[config.mk]
export PLATFORM = sky130hd
export DESIGN_NAME = load_unit_flat
export DESIGN_NICKNAME = d
export VERILOG_FILES = /design/src/rtl/mips32_mem_pkg.sv /design/src/rtl/load_unit_if.sv /design/src/rtl/load_extract.sv /design/src/rtl/load_unit.sv /design/src/flat_wrapper.sv
export SDC_FILE = /design/constraint.sdc
export NUM_CORES = 1
export LEC_CHECK = 0
export CORE_ASPECT_RATIO = 0.5
export CORE_MARGIN = 1
export CORE_UTILIZATION = 53
export DETAILED_ROUTE_END_ITERATION = 8
export GPL_TIMING_DRIVEN = 0
export PLACE_DENSITY = 0.86
export REMOVE_ABC_BUFFERS = 1
export SLEW_MARGIN = 20
export SYNTH_ARGS = -nofsm -noshare
export SYNTH_HDL_FRONTEND = slang
export SYNTH_SLANG_ARGS = --single-unit
[constraint.sdc]
create_clock -name CLK -period 7.6 [get_ports CLK]
set_input_delay 1.52 -clock CLK [delete_from_list [all_inputs] [get_ports CLK]]
set_output_delay 1.52 -clock CLK [all_outputs]
set_load 0.03 [all_outputs]
[src/rtl/mips32_mem_pkg.sv]
// Shared types for the MIPS32 data-memory path: load-op codes, load FSM states,
// big-endian byte-lane offsets and small decode helpers.
package mips32_mem_pkg;

  typedef enum logic [2:0] {
    OP_LB  = 3'b000,
    OP_LH  = 3'b001,
    OP_LW  = 3'b011,
    OP_LBU = 3'b100,
    OP_LHU = 3'b101
  } load_op_e;

  typedef enum logic [1:0] {
    S_IDLE,
    S_REQ,
    S_WAIT,
    S_DONE
  } load_state_e;

  // Byte offset within a big-endian word: offset 0 is the most significant byte.
  localparam logic [1:0] LANE_B0 = 2'd0;
  localparam logic [1:0] LANE_B1 = 2'd1;
  localparam logic [1:0] LANE_B2 = 2'd2;
  localparam logic [1:0] LANE_B3 = 2'd3;

  function automatic logic is_legal_op(input logic [2:0] op);
    case (op)
      OP_LB, OP_LH, OP_LW, OP_LBU, OP_LHU: return 1'b1;
      default:                             return 1'b0;
    endcase
  endfunction

  function automatic logic is_misaligned(input logic [2:0] op, input logic [1:0] off);
    case (op)
      OP_LH, OP_LHU: return off[0];
      OP_LW:         return off != LANE_B0;
      default:       return 1'b0;
    endcase
  endfunction

endpackage

[src/rtl/load_unit_if.sv]
// Request, data-memory and response signals of the load unit.
// master = requester/memory side, slave = the load unit itself.
interface load_unit_if #(
  parameter int ADDR_W = 32
);
  logic              req_valid;
  logic              req_ready;
  logic [2:0]        req_op;
  logic [ADDR_W-1:0] req_addr;
  logic [4:0]        req_rt;

  logic              mem_rd_en;
  logic [ADDR_W-3:0] mem_addr;
  logic              mem_rvalid;
  logic [31:0]       mem_rdata;

  logic              rsp_valid;
  logic [31:0]       rsp_data;
  logic [4:0]        rsp_rt;
  logic              rsp_error;

  modport master (
    output req_valid, req_op, req_addr, req_rt, mem_rvalid, mem_rdata,
    input  req_ready, mem_rd_en, mem_addr, rsp_valid, rsp_data, rsp_rt, rsp_error
  );

  modport slave (
    input  req_valid, req_op, req_addr, req_rt, mem_rvalid, mem_rdata,
    output req_ready, mem_rd_en, mem_addr, rsp_valid, rsp_data, rsp_rt, rsp_error
  );
endinterface

[src/rtl/load_extract.sv]
// Combinational big-endian lane select plus sign/zero extension for MIPS32 loads.
// Zero latency; no flow control.
module load_extract
  import mips32_mem_pkg::*;
(
  input  logic [2:0]  op,
  input  logic [1:0]  offset,
  input  logic [31:0] word,
  output logic [31:0] data
);

  logic [7:0]  lane_b;
  logic [15:0] lane_h;

  always_comb begin
    lane_b = word[31:24];
    case (offset)
      LANE_B1: lane_b = word[23:16];
      LANE_B2: lane_b = word[15:8];
      LANE_B3: lane_b = word[7:0];
      default: lane_b = word[31:24];
    endcase
    lane_h = offset[1] ? word[15:0] : word[31:16];
  end

  always_comb begin
    data = word;
    case (op)
      OP_LB:   data = {{24{lane_b[7]}}, lane_b};
      OP_LBU:  data = {24'd0, lane_b};
      OP_LH:   data = {{16{lane_h[15]}}, lane_h};
      OP_LHU:  data = {16'd0, lane_h};
      default: data = word;
    endcase
  end

endmodule

[src/rtl/load_unit.sv]
// Single-outstanding MIPS32 load: one word read, lane extract, registered response (min 3 cycles).
// req_ready only in IDLE; watchdog errors a missing reply. LOAD_MISALIGN_TRAP_EN traps misaligned LH/LHU/LW.
module load_unit
  import mips32_mem_pkg::*;
#(
  parameter int          ADDR_W         = 32,
  parameter int unsigned TIMEOUT_CYCLES = 16
) (
  input logic        CLK,
  input logic        reset,
  load_unit_if.slave bus
);

  load_state_e       state_q;
  logic [2:0]        op_q;
  logic [1:0]        off_q;
  logic [4:0]        rt_q;
  logic [31:0]       wdog_q;
  logic              req_ready_q;
  logic              mem_rd_en_q;
  logic [ADDR_W-3:0] mem_addr_q;
  logic              rsp_valid_q;
  logic [31:0]       rsp_data_q;
  logic [4:0]        rsp_rt_q;
  logic              rsp_error_q;

  logic [31:0]       ext_data;
  logic              acc_err;
  logic              wd_expired;

  load_extract u_extract (
    .op     (op_q),
    .offset (off_q),
    .word   (bus.mem_rdata),
    .data   (ext_data)
  );

  always_comb begin
    acc_err = !is_legal_op(bus.req_op);
`ifdef LOAD_MISALIGN_TRAP_EN
    acc_err = acc_err || is_misaligned(bus.req_op, bus.req_addr[1:0]);
`endif
  end

  assign wd_expired = (TIMEOUT_CYCLES != 0) && (wdog_q == 32'(TIMEOUT_CYCLES - 1));

  always_ff @(posedge CLK or posedge reset) begin
    if (reset) begin
      state_q     <= S_IDLE;
      op_q        <= 3'd0;
      off_q       <= 2'd0;
      rt_q        <= 5'd0;
      wdog_q      <= 32'd0;
      req_ready_q <= 1'b1;
      mem_rd_en_q <= 1'b0;
      mem_addr_q  <= '0;
      rsp_valid_q <= 1'b0;
      rsp_data_q  <= 32'd0;
      rsp_rt_q    <= 5'd0;
      rsp_error_q <= 1'b0;
    end else begin
      mem_rd_en_q <= 1'b0;
      rsp_valid_q <= 1'b0;
      case (state_q)
        S_IDLE: begin
          if (bus.req_valid) begin
            op_q        <= bus.req_op;
            off_q       <= bus.req_addr[1:0];
            rt_q        <= bus.req_rt;
            req_ready_q <= 1'b0;
            if (acc_err) begin
              state_q     <= S_DONE;
              rsp_valid_q <= 1'b1;
              rsp_error_q <= 1'b1;
              rsp_data_q  <= 32'd0;
              rsp_rt_q    <= bus.req_rt;
            end else begin
              state_q     <= S_REQ;
              mem_rd_en_q <= 1'b1;
              mem_addr_q  <= bus.req_addr[ADDR_W-1:2];
            end
          end
        end
        S_REQ: begin
          state_q <= S_WAIT;
          wdog_q  <= 32'd0;
        end
        S_WAIT: begin
          // A reply on the expiry cycle still wins over the timeout.
          if (bus.mem_rvalid) begin
            state_q     <= S_DONE;
            rsp_valid_q <= 1'b1;
            rsp_error_q <= 1'b0;
            rsp_data_q  <= ext_data;
            rsp_rt_q    <= rt_q;
          end else if (wd_expired) begin
            state_q     <= S_DONE;
            rsp_valid_q <= 1'b1;
            rsp_error_q <= 1'b1;
            rsp_data_q  <= 32'd0;
            rsp_rt_q    <= rt_q;
          end else if (TIMEOUT_CYCLES != 0) begin
            wdog_q <= wdog_q + 32'd1;
          end
        end
        S_DONE: begin
          state_q     <= S_IDLE;
          req_ready_q <= 1'b1;
        end
        default: state_q <= S_IDLE;
      endcase
    end
  end

  assign bus.req_ready = req_ready_q;
  assign bus.mem_rd_en = mem_rd_en_q;
  assign bus.mem_addr  = mem_addr_q;
  assign bus.rsp_valid = rsp_valid_q;
  assign bus.rsp_data  = rsp_data_q;
  assign bus.rsp_rt    = rsp_rt_q;
  assign bus.rsp_error = rsp_error_q;

endmodule
[src/flat_wrapper.sv]
// flat-port wrapper written by rule: the top's interface ports become plain ports
module load_unit_flat import mips32_mem_pkg::*;
#(
  parameter int          ADDR_W         = 32,
  parameter int unsigned TIMEOUT_CYCLES = 16
)
  (CLK, reset, bus_req_valid, bus_req_op, bus_req_addr, bus_req_rt, bus_mem_rvalid, bus_mem_rdata, bus_req_ready, bus_mem_rd_en, bus_mem_addr, bus_rsp_valid, bus_rsp_data, bus_rsp_rt, bus_rsp_error);
  load_unit_if #(.ADDR_W(ADDR_W)) bus_i ();
  input logic CLK;
  input logic reset;
  input wire logic [$bits(bus_i.req_valid)-1:0] bus_req_valid;
  input wire logic [$bits(bus_i.req_op)-1:0] bus_req_op;
  input wire logic [$bits(bus_i.req_addr)-1:0] bus_req_addr;
  input wire logic [$bits(bus_i.req_rt)-1:0] bus_req_rt;
  input wire logic [$bits(bus_i.mem_rvalid)-1:0] bus_mem_rvalid;
  input wire logic [$bits(bus_i.mem_rdata)-1:0] bus_mem_rdata;
  output wire logic [$bits(bus_i.req_ready)-1:0] bus_req_ready;
  output wire logic [$bits(bus_i.mem_rd_en)-1:0] bus_mem_rd_en;
  output wire logic [$bits(bus_i.mem_addr)-1:0] bus_mem_addr;
  output wire logic [$bits(bus_i.rsp_valid)-1:0] bus_rsp_valid;
  output wire logic [$bits(bus_i.rsp_data)-1:0] bus_rsp_data;
  output wire logic [$bits(bus_i.rsp_rt)-1:0] bus_rsp_rt;
  output wire logic [$bits(bus_i.rsp_error)-1:0] bus_rsp_error;
  assign bus_i.req_valid = bus_req_valid;
  assign bus_i.req_op = bus_req_op;
  assign bus_i.req_addr = bus_req_addr;
  assign bus_i.req_rt = bus_req_rt;
  assign bus_i.mem_rvalid = bus_mem_rvalid;
  assign bus_i.mem_rdata = bus_mem_rdata;
  assign bus_req_ready = bus_i.req_ready;
  assign bus_mem_rd_en = bus_i.mem_rd_en;
  assign bus_mem_addr = bus_i.mem_addr;
  assign bus_rsp_valid = bus_i.rsp_valid;
  assign bus_rsp_data = bus_i.rsp_data;
  assign bus_rsp_rt = bus_i.rsp_rt;
  assign bus_rsp_error = bus_i.rsp_error;
  load_unit #(.ADDR_W(ADDR_W), .TIMEOUT_CYCLES(TIMEOUT_CYCLES)) u_core (.CLK(CLK), .reset(reset), .bus(bus_i));
endmodule
==> reports/metrics.sh <==
CTS_HOLD_BUF=0
FP.DIEAREA_MM2=0.01081
SYNTH.MUX.AREA_FRACTION=0.1117
YOSYS_MOST_USED_DFF='dfrtp_1'
CORE_MM2=0.009759
HOLD_SLACK_NS=0.4849
DIE-WIDTH_UM=146.1
PLACE.GP.CONGESTION=0.8846
LAYOUT-DRIVE-GT1-SHARE=0.1353
DETAILEDPLACEMENTHPWL_UM=9551
FIN_TNS_SETUP_NS=0
CTS.PATH.MAX_BUFFERS=2
FIRST_GLOBAL_VIAS=4700
TOP_SIGNAL_LAYER_USED='met4'
DRV_CAP=0
ACHIEVABLE-FREQUENCY_MHz=264.2
SETUP_VIOL_COUNT_FINAL=0
NETLIST.TOP_CELL.BY_AREA='dfrtp_1'
MEAN_NUMBER_OF_VIAS_PER_CELL=5.956
YOSYS.AREA_SHARE.SIMPLE=0.1458
STATUS='finished, final reports clean'
POST-ROUTE-MIN-PERIOD_NS=3.786
CLKSINKCOUNT=115
PORT-BUFFER-COUNT=146
CP-STARTPOINT='bus_req_op[2]'
N_ANTENNA_CELL=0
PATH_DELAY_FAMILY='simple AND/OR/NAND/NOR gates'
ROUTED_LENGTH_PER_INSTANCE_UM=19.03
WORST_R2R_ENDPOINT='u_core.bus.rsp_data[9]'
LAYOUT.CELLS.MOST_COMMON='clkdlybuf4s50_1'
RSZ0062_AT_GRT='no'
POST-PLACE-CELLS=750
WL_MET3_UM=814
SYNTH.TOP_CELLS.BY_AREA='dfrtp_1 52%, mux2_2 8.4%, o2bb2ai_1 3.8%, a21oi_1 3.1%, mux2i_1 2.4%'
INITIAL_CORE_UTIL=0.5635
REGTOREGSTARTPOINT='u_core.state_q[0]'
FINAL_NET_COUNT=715
DRT-TOTAL-WL_UM=14810
SYNTH_SEQ_CELLS=115
INTERNAL_POWER_mW=1.976
PEAKVDDDROP_mV=0.2349
PLACEMENT_ROWS=25
POST_SYNTHESIS_SEQUENTIAL_AREA_RATIO=0.5235
R2R_SETUP_SLACK_NS=4.08
CRIT_PATH_CELL_TRACE='clkdlybuf4s50_1 -> nand2b_1 -> nand4_1 -> o21ai_1 -> nand2_2 -> a32o_1'
CTS.REPAIR_TIMING.SETUP_BUFFER_COUNT=0
GLOBAL_ROUTE.USAGE.TOTAL=0.2848
SLOWEST_STAGE='nand2_2'
TIMING_HOLD_VIOLATIONS_FINAL=0
POWER.SWITCHING_FRACTION=0.3883
REQUIRED_NS=7.89
VIA_COUNT=4634
FIN_CRIT_SH=0.4981
INSERTION_DELAY_NS=0.41
R2R.WORST_PATH.CELLS=6
SYNTH_COMPOUND_GATE_AREA_SHARE=0.1509
FIN_SKEW_NS=0.007940
WORSTMARGINPINSLEW_NS=1.081
CTS-BUFFERS-INSERTED=17
CLOCKROOTBUFFER='clkbuf_16'
WL_MET1_UM=6223
GR-TOTAL-OVERFLOW=0
CRIT_PATH_START_KIND='input port'
POWER.STATIC_LEAKAGE_nW=3.159
COMBINATIONAL_FAMILY_WITH_THE_MOST_AREA_AFTER_SYNTHESIS='compound AO/OA/AOI/OAI gates'
SYNTH_CELL_TYPE_COUNT=57
WIRE_LENGTH_OF_THE_FIRST_GLOBAL_ROUTING_PASS_UM=23630
SHARE_COMB_OF_TOTAL_POWER=0.444
CLK_TRANSITION_REPORTED_PATHS_NS=0.05
DRTPASS1ITERATIONS=5
CRITICAL_PATH.ENDPOINT='u_core.bus.rsp_data[9]'
LAYOUT_COMMON_CELLS='146 x clkdlybuf4s50_1, 114 x dfrtp_1, 41 x mux2_2, 33 x a21oi_1, 24 x o2bb2ai_1'
YS_WARN_COUNT=0
ASYNC_FLOP_SHARE=1.000
PER_INSTANCE_AVERAGE_AREA_AFTER_SYNTHESIS_UM2=11.06
MAPPEDNETLISTAREA_MM2=0.005499
POWER.DENSITY_CELL_AREA_mW_PER_MM2=422.4
TOTAL_SWITCHING_POWER_mW=1.254
MAXSLEWHEADROOM=0.2797
SYNTH_EDF_COUNT=0
AREA.GROWTH.SYNTH_TO_FINAL_PCT=39.09
SETUP.WORST_PATH.CLASS='input port to flop'
WL_MET2_UM=7517
VIOLATION_COUNT_AFTER_THE_FIRST_DETAILED_ROUTE_ITERATION=316
WORSTPATHARRIVAL_NS=4.08
P_CLK_FRAC=0.246
DETAIL-ROUTE-ANTENNA-NETS=0
FINISH.CELL_COUNT_WITHOUT_FILLERS=778
SYNTH.TOP_CELL.AREA_SHARE=0.5188
CTS_RESIZED=0
CRITICAL_PATH.N_BUFFERS_INVERTERS=1
ANTENNA_FOUND_INITIAL=0
TRITONCTS_CLOCK_TREE='yes'
SEQPWRFRAC=0.310
REMAINING_DRC_ERRORS=0
FINALMAXSLEWVIOLATIONS=0
WORST_HOLD_PATH_TYPE='flop to flop'
CRITICAL_PATH.MAX_STAGE_DELAY_NS=0.62
LARGEST_NET_DEGREE_AT_THE_START_OF_GLOBAL_ROUTING=72
CTS_MAX_LEVEL=4
CP_DEPTH=6
PATH_MAX_FANOUT=32
ENDPOINT_KIND='flop'
SYNTH_ADDER_AREA_SHARE=0.01138
NETLIST_INSTANCES=497
IO_PINS=147
SYNTH-XOR-AREA-SHARE=0.02230
DIE_H_UM=74.03
==> how the worst min path moves through the flow <==
stage	cells past startpoint	startpoint	slack, ns	endpoint
5_1_grt	1	u_core.bus.rsp_data[23]	0.49	u_core.bus.rsp_data[23]
4_1_cts	1	u_core.bus.rsp_data[15]	0.48	u_core.bus.rsp_data[15]
6_report	1	u_core.bus.rsp_data[23]	0.48	u_core.bus.rsp_data[23]
3_3_place_gp	1	u_core.bus.rsp_data[15]	0.46	u_core.bus.rsp_data[15]
2_1_floorplan	1	u_core.rt_q[0]	0.48	u_core.rt_q[0]
3_5_place_dp	1	u_core.bus.rsp_data[15]	0.47	u_core.bus.rsp_data[15]
==> flip-flops by register name (all words and copies together) (netlist names) <==
register / flops
u_core.bus.rsp_rt: 5
u_core.bus.mem_rd_en: 1
u_core.state_q: 2
u_core.op_q: 3
u_core.bus.mem_addr: 30
u_core.wdog_q: 32
u_core.rt_q: 5
u_core.off_q: 2
u_core.bus.req_ready: 1
u_core.bus.rsp_error: 1
u_core.bus.rsp_valid: 1
u_core.bus.rsp_data: 32
==> synth_stat cells (all sizes together) (8+ instances only) <==
library cell and instances:
dfrtp 114, mux2 41, a21oi 34, nand2 24
o2bb2ai 24, clkbuf 22, o21ai 21, nor2 19
nor3 17, nor2b 16, mux2i 13, inv 12
nand3 12, nor4 10, nand2b 9, nand4 9
o22ai 9, or3 9, xnor2 9, buf 8
==> kinds of logic (layout without fill, tap and decap cells) <==
logic type / after synthesis / count (layout)
adders and majority gates: 5 / 5
DFF: 115 / 115
xor gates and xnor gates: 14 / 14
AOI/OAI and AO/OA: 123 / 123
buffers and inverters: 42 / 188
muxes: 55 / 55
and+or+nand+nor: 143 / 143
==> stage by stage <==
step	cell area, um^2	setup WS [ns]	total power [mW]	util
floorplan	5355	3.038	1.831	-
global placement	6985	1.269	2.372	0.7158
detailed placement	7063	3.514	2.421	0.7237
CTS	7646	3.888	3.233	0.7835
global route	7649	3.658	3.366	0.7837
finish	7649	3.814	3.230	0.7837
==> cell type report <==
type,count,area (um^2)
well taps,135,168.9
fillers,610,2111
clock inverters,5,75.07
clock buffers,23,508.0
flip-flops and latches,115,2879
inverters,12,50.05
repair buffers,148,1516
multi-input cells,340,2451
==> power groups by stage <==
stage	registers [mW]	clock network, mW	logic [mW]
6_report	1.00	0.793	1.43
5_1_grt	1.03	0.822	1.52
4_1_cts	0.999	0.797	1.44
3_5_place_dp	1.00	0	1.42
3_3_place_gp	0.991	0	1.38
2_1_floorplan	1.32	0	0.508
==> per-layer routing <==
| metal | vias to the layer above | GRT usage |
|---|---|---|
| li1 | 2126 | - |
| met2 | 157 | 0.4965 |
| met3 | 25 | 0.06564 |
| met4 | 0 | 0.1273 |
| met1 | 2326 | 0.3503 |
| met5 | - | 0 |
(Power assumes the default switching activity.)
==> edit (same flow settings) <==
`ADDR_W` is set to 32 in 3 places; all go to 16.
--- a/src/rtl/load_unit_if.sv
+++ b/src/rtl/load_unit_if.sv
@@ -1,7 +1,7 @@
 // Request, data-memory and response signals of the load unit.
 // master = requester/memory side, slave = the load unit itself.
 interface load_unit_if #(
-  parameter int ADDR_W = 32
+  parameter int ADDR_W = 16
 );
   logic              req_valid;
   logic              req_ready;
--- a/src/rtl/load_unit.sv
+++ b/src/rtl/load_unit.sv
@@ -3,7 +3,7 @@
 module load_unit
   import mips32_mem_pkg::*;
 #(
-  parameter int          ADDR_W         = 32,
+  parameter int          ADDR_W         = 16,
   parameter int unsigned TIMEOUT_CYCLES = 16
 ) (
   input logic        CLK,
--- a/src/flat_wrapper.sv
+++ b/src/flat_wrapper.sv
@@ -1,7 +1,7 @@
 // flat-port wrapper written by rule: the top's interface ports become plain ports
 module load_unit_flat import mips32_mem_pkg::*;
 #(
-  parameter int          ADDR_W         = 32,
+  parameter int          ADDR_W         = 16,
   parameter int unsigned TIMEOUT_CYCLES = 16
 )
   (CLK, reset, bus_req_valid, bus_req_op, bus_req_addr, bus_req_rt, bus_mem_rvalid, bus_mem_rdata, bus_req_ready, bus_mem_rd_en, bus_mem_addr, bus_rsp_valid, bus_rsp_data, bus_rsp_rt, bus_rsp_error);
Interface: changed (resized bus_mem_addr and bus_req_addr); port bits go from 147 to 115. No check against the original RTL was run, so the function may have changed too.
==> edit against the unedited design <==
Cell area decreased by 15%. Synthesized cell count decreased by 5.0%. Synthesized area shrank 9.0%. Critical path depth is 1 lower. Global-route usage down 2.3 points. Total power fell by 26%. Sequential cell count is 16 lower. Clock skew fell by 0.0020 ns. Setup slack got worse by 0.090 ns. Utilization fell by 5.5 points. Routed wire length down 18%. Count of clock-buffer cells in the layout fell by 11. Critical path type unchanged. Largest power group unchanged.
==> edit: results (changes against the unedited design) <==
share of cells above drive strength 1 0.120 (-0.0155); Multi-input gate area 2310 sq um (-5.8%); Crit path max-delay family compound AO/OA/AOI/OAI gates; Via Count 4130 (-11%); routed wl met3 645 microns (-21%); Clock Skews 0.00598 ns (-0.00196 ns); comb_multi_in 324 (-4.7%); final hold viol count 0 (unchanged); largest net degree at the start of global routing 55 (-24%); placer congestion estimate 0.847 (-4.3%); Net count, final 636 (-11%); synth top area cells dfrtp_1 49%, mux2_2 6.7%, a22o_1 2.8%; Slew HR 0.338 (+0.0583); clock buf count 12 (-48%); GR Util met3 0.0623 (-0.00336); met1 Track Usage GR 0.335 (-0.0155); distinct cell type count after synthesis 60 (+5.3%); commonest cells in the netlist 98 x dfrtp_1, 35 x nor2_1, 30 x mux2_2, 27 x nand2_1, 21 x inv_1; Data buffer area share 0.182 (-0.0161); clock latency on the worst-skew pair 0.35 ns (-0.06 ns); met2 GRT Util 0.452 (-0.0443); first-pass GRT wire length 20200 microns (-15%); DRT Wirelength 12100 microns (-18%); inverters 21 (+9); #FFs+latches synth 99 (-14%); register area share after synthesis 0.495 (-0.0284); clock-cell share of area 0.0458 (-0.0304); DR WL met2 6050 microns (-19%); port bufs 114 (-22%); Fin Hold WS 0.476 ns (-0.00868 ns); worst vdd ir 0.194 mV (-17%); TritonCTS Buffers 9 (-8); CP arrival 4.10 ns (+0.02 ns); Syn Inst Count 472 (-5.0%); H-tree levels 3 (-1); FF+latch area 2480 sq um (-14%); top layer reached by signal wires met4; DPL Wire Length 8180 microns (-14%); filler cell count 605 (-0.82%); Worst path max stage delay 0.86 ns (+0.24 ns); drt first pass iters 4 (-1); status finished clean; initial DRC count 283 (-10%); crit path max-delay cell type o22ai_1; Non-clock buffers 116 (-22%); Met1 Wirelength 5280 microns (-15%); Leak Pwr 2.79 nW (-12%); gr usage total 0.262 (-0.0231)
[edit: metrics by stage]
stage / setup WS [ns] / power (W) / cell area [sq um] / cells
4_1_cts: 3.75 / 0.00239 / 6500 / 693
6_report: 3.72 / 0.00238 / 6500 / 693
3_3_place_gp: 2.00 / 0.00188 / 6150 / 675
3_5_place_dp: 3.42 / 0.00192 / 6200 / 677
2_1_floorplan: 3.49 / 0.00149 / 4860 / 444
5_1_grt: 3.55 / 0.00251 / 6500 / 693
[edit: report_power, final]
group / switching, W / internal [W] / total (W) / leakage, nW
registers: 0.000144 / 0.000686 / 0.000831 / 1.28
clock network: 0.000198 / 0.000265 / 0.000462 / 0.143
logic: 0.000611 / 0.000478 / 0.00109 / 1.37
total: 0.000953 / 0.00143 / 0.00238 / 2.79
[edit: path summary, 6_finish.rpt]
path	to	cells after the start	from	slack (ns)
worst max-delay path	u_core.bus.rsp_data[16]$_DFFE_PP0P_	5	bus_req_valid	3.72
worst min-delay path	u_core.bus.rsp_data[9]$_DFFE_PP0P_	1	u_core.bus.rsp_data[9]$_DFFE_PP0P_	0.48
worst max register to register	u_core.bus.rsp_data[16]$_DFFE_PP0P_	6	u_core.state_q[1]$_DFFE_PP0P_	4.56
worst min register to register	u_core.bus.rsp_data[9]$_DFFE_PP0P_	1	u_core.bus.rsp_data[9]$_DFFE_PP0P_	0.48
max in group asynchronous	u_core.bus.req_ready$_DFFE_PP1P_	3	reset	5.39
min in group asynchronous	u_core.bus.rsp_rt[2]$_DFFE_PP0P_	2	reset	1.57
[edit: kinds of logic (layout without fill, tap and decap cells)]
family	count (synthesis)	after routing	share of synthesized area
buf+inv	49	153	0.0452
simple gates	161	161	0.181
compound gates	106	106	0.156
mux	38	38	0.0860
fa+ha+maj	5	5	0.0125
xor+xnor	14	14	0.0245
flops	99	99	0.495
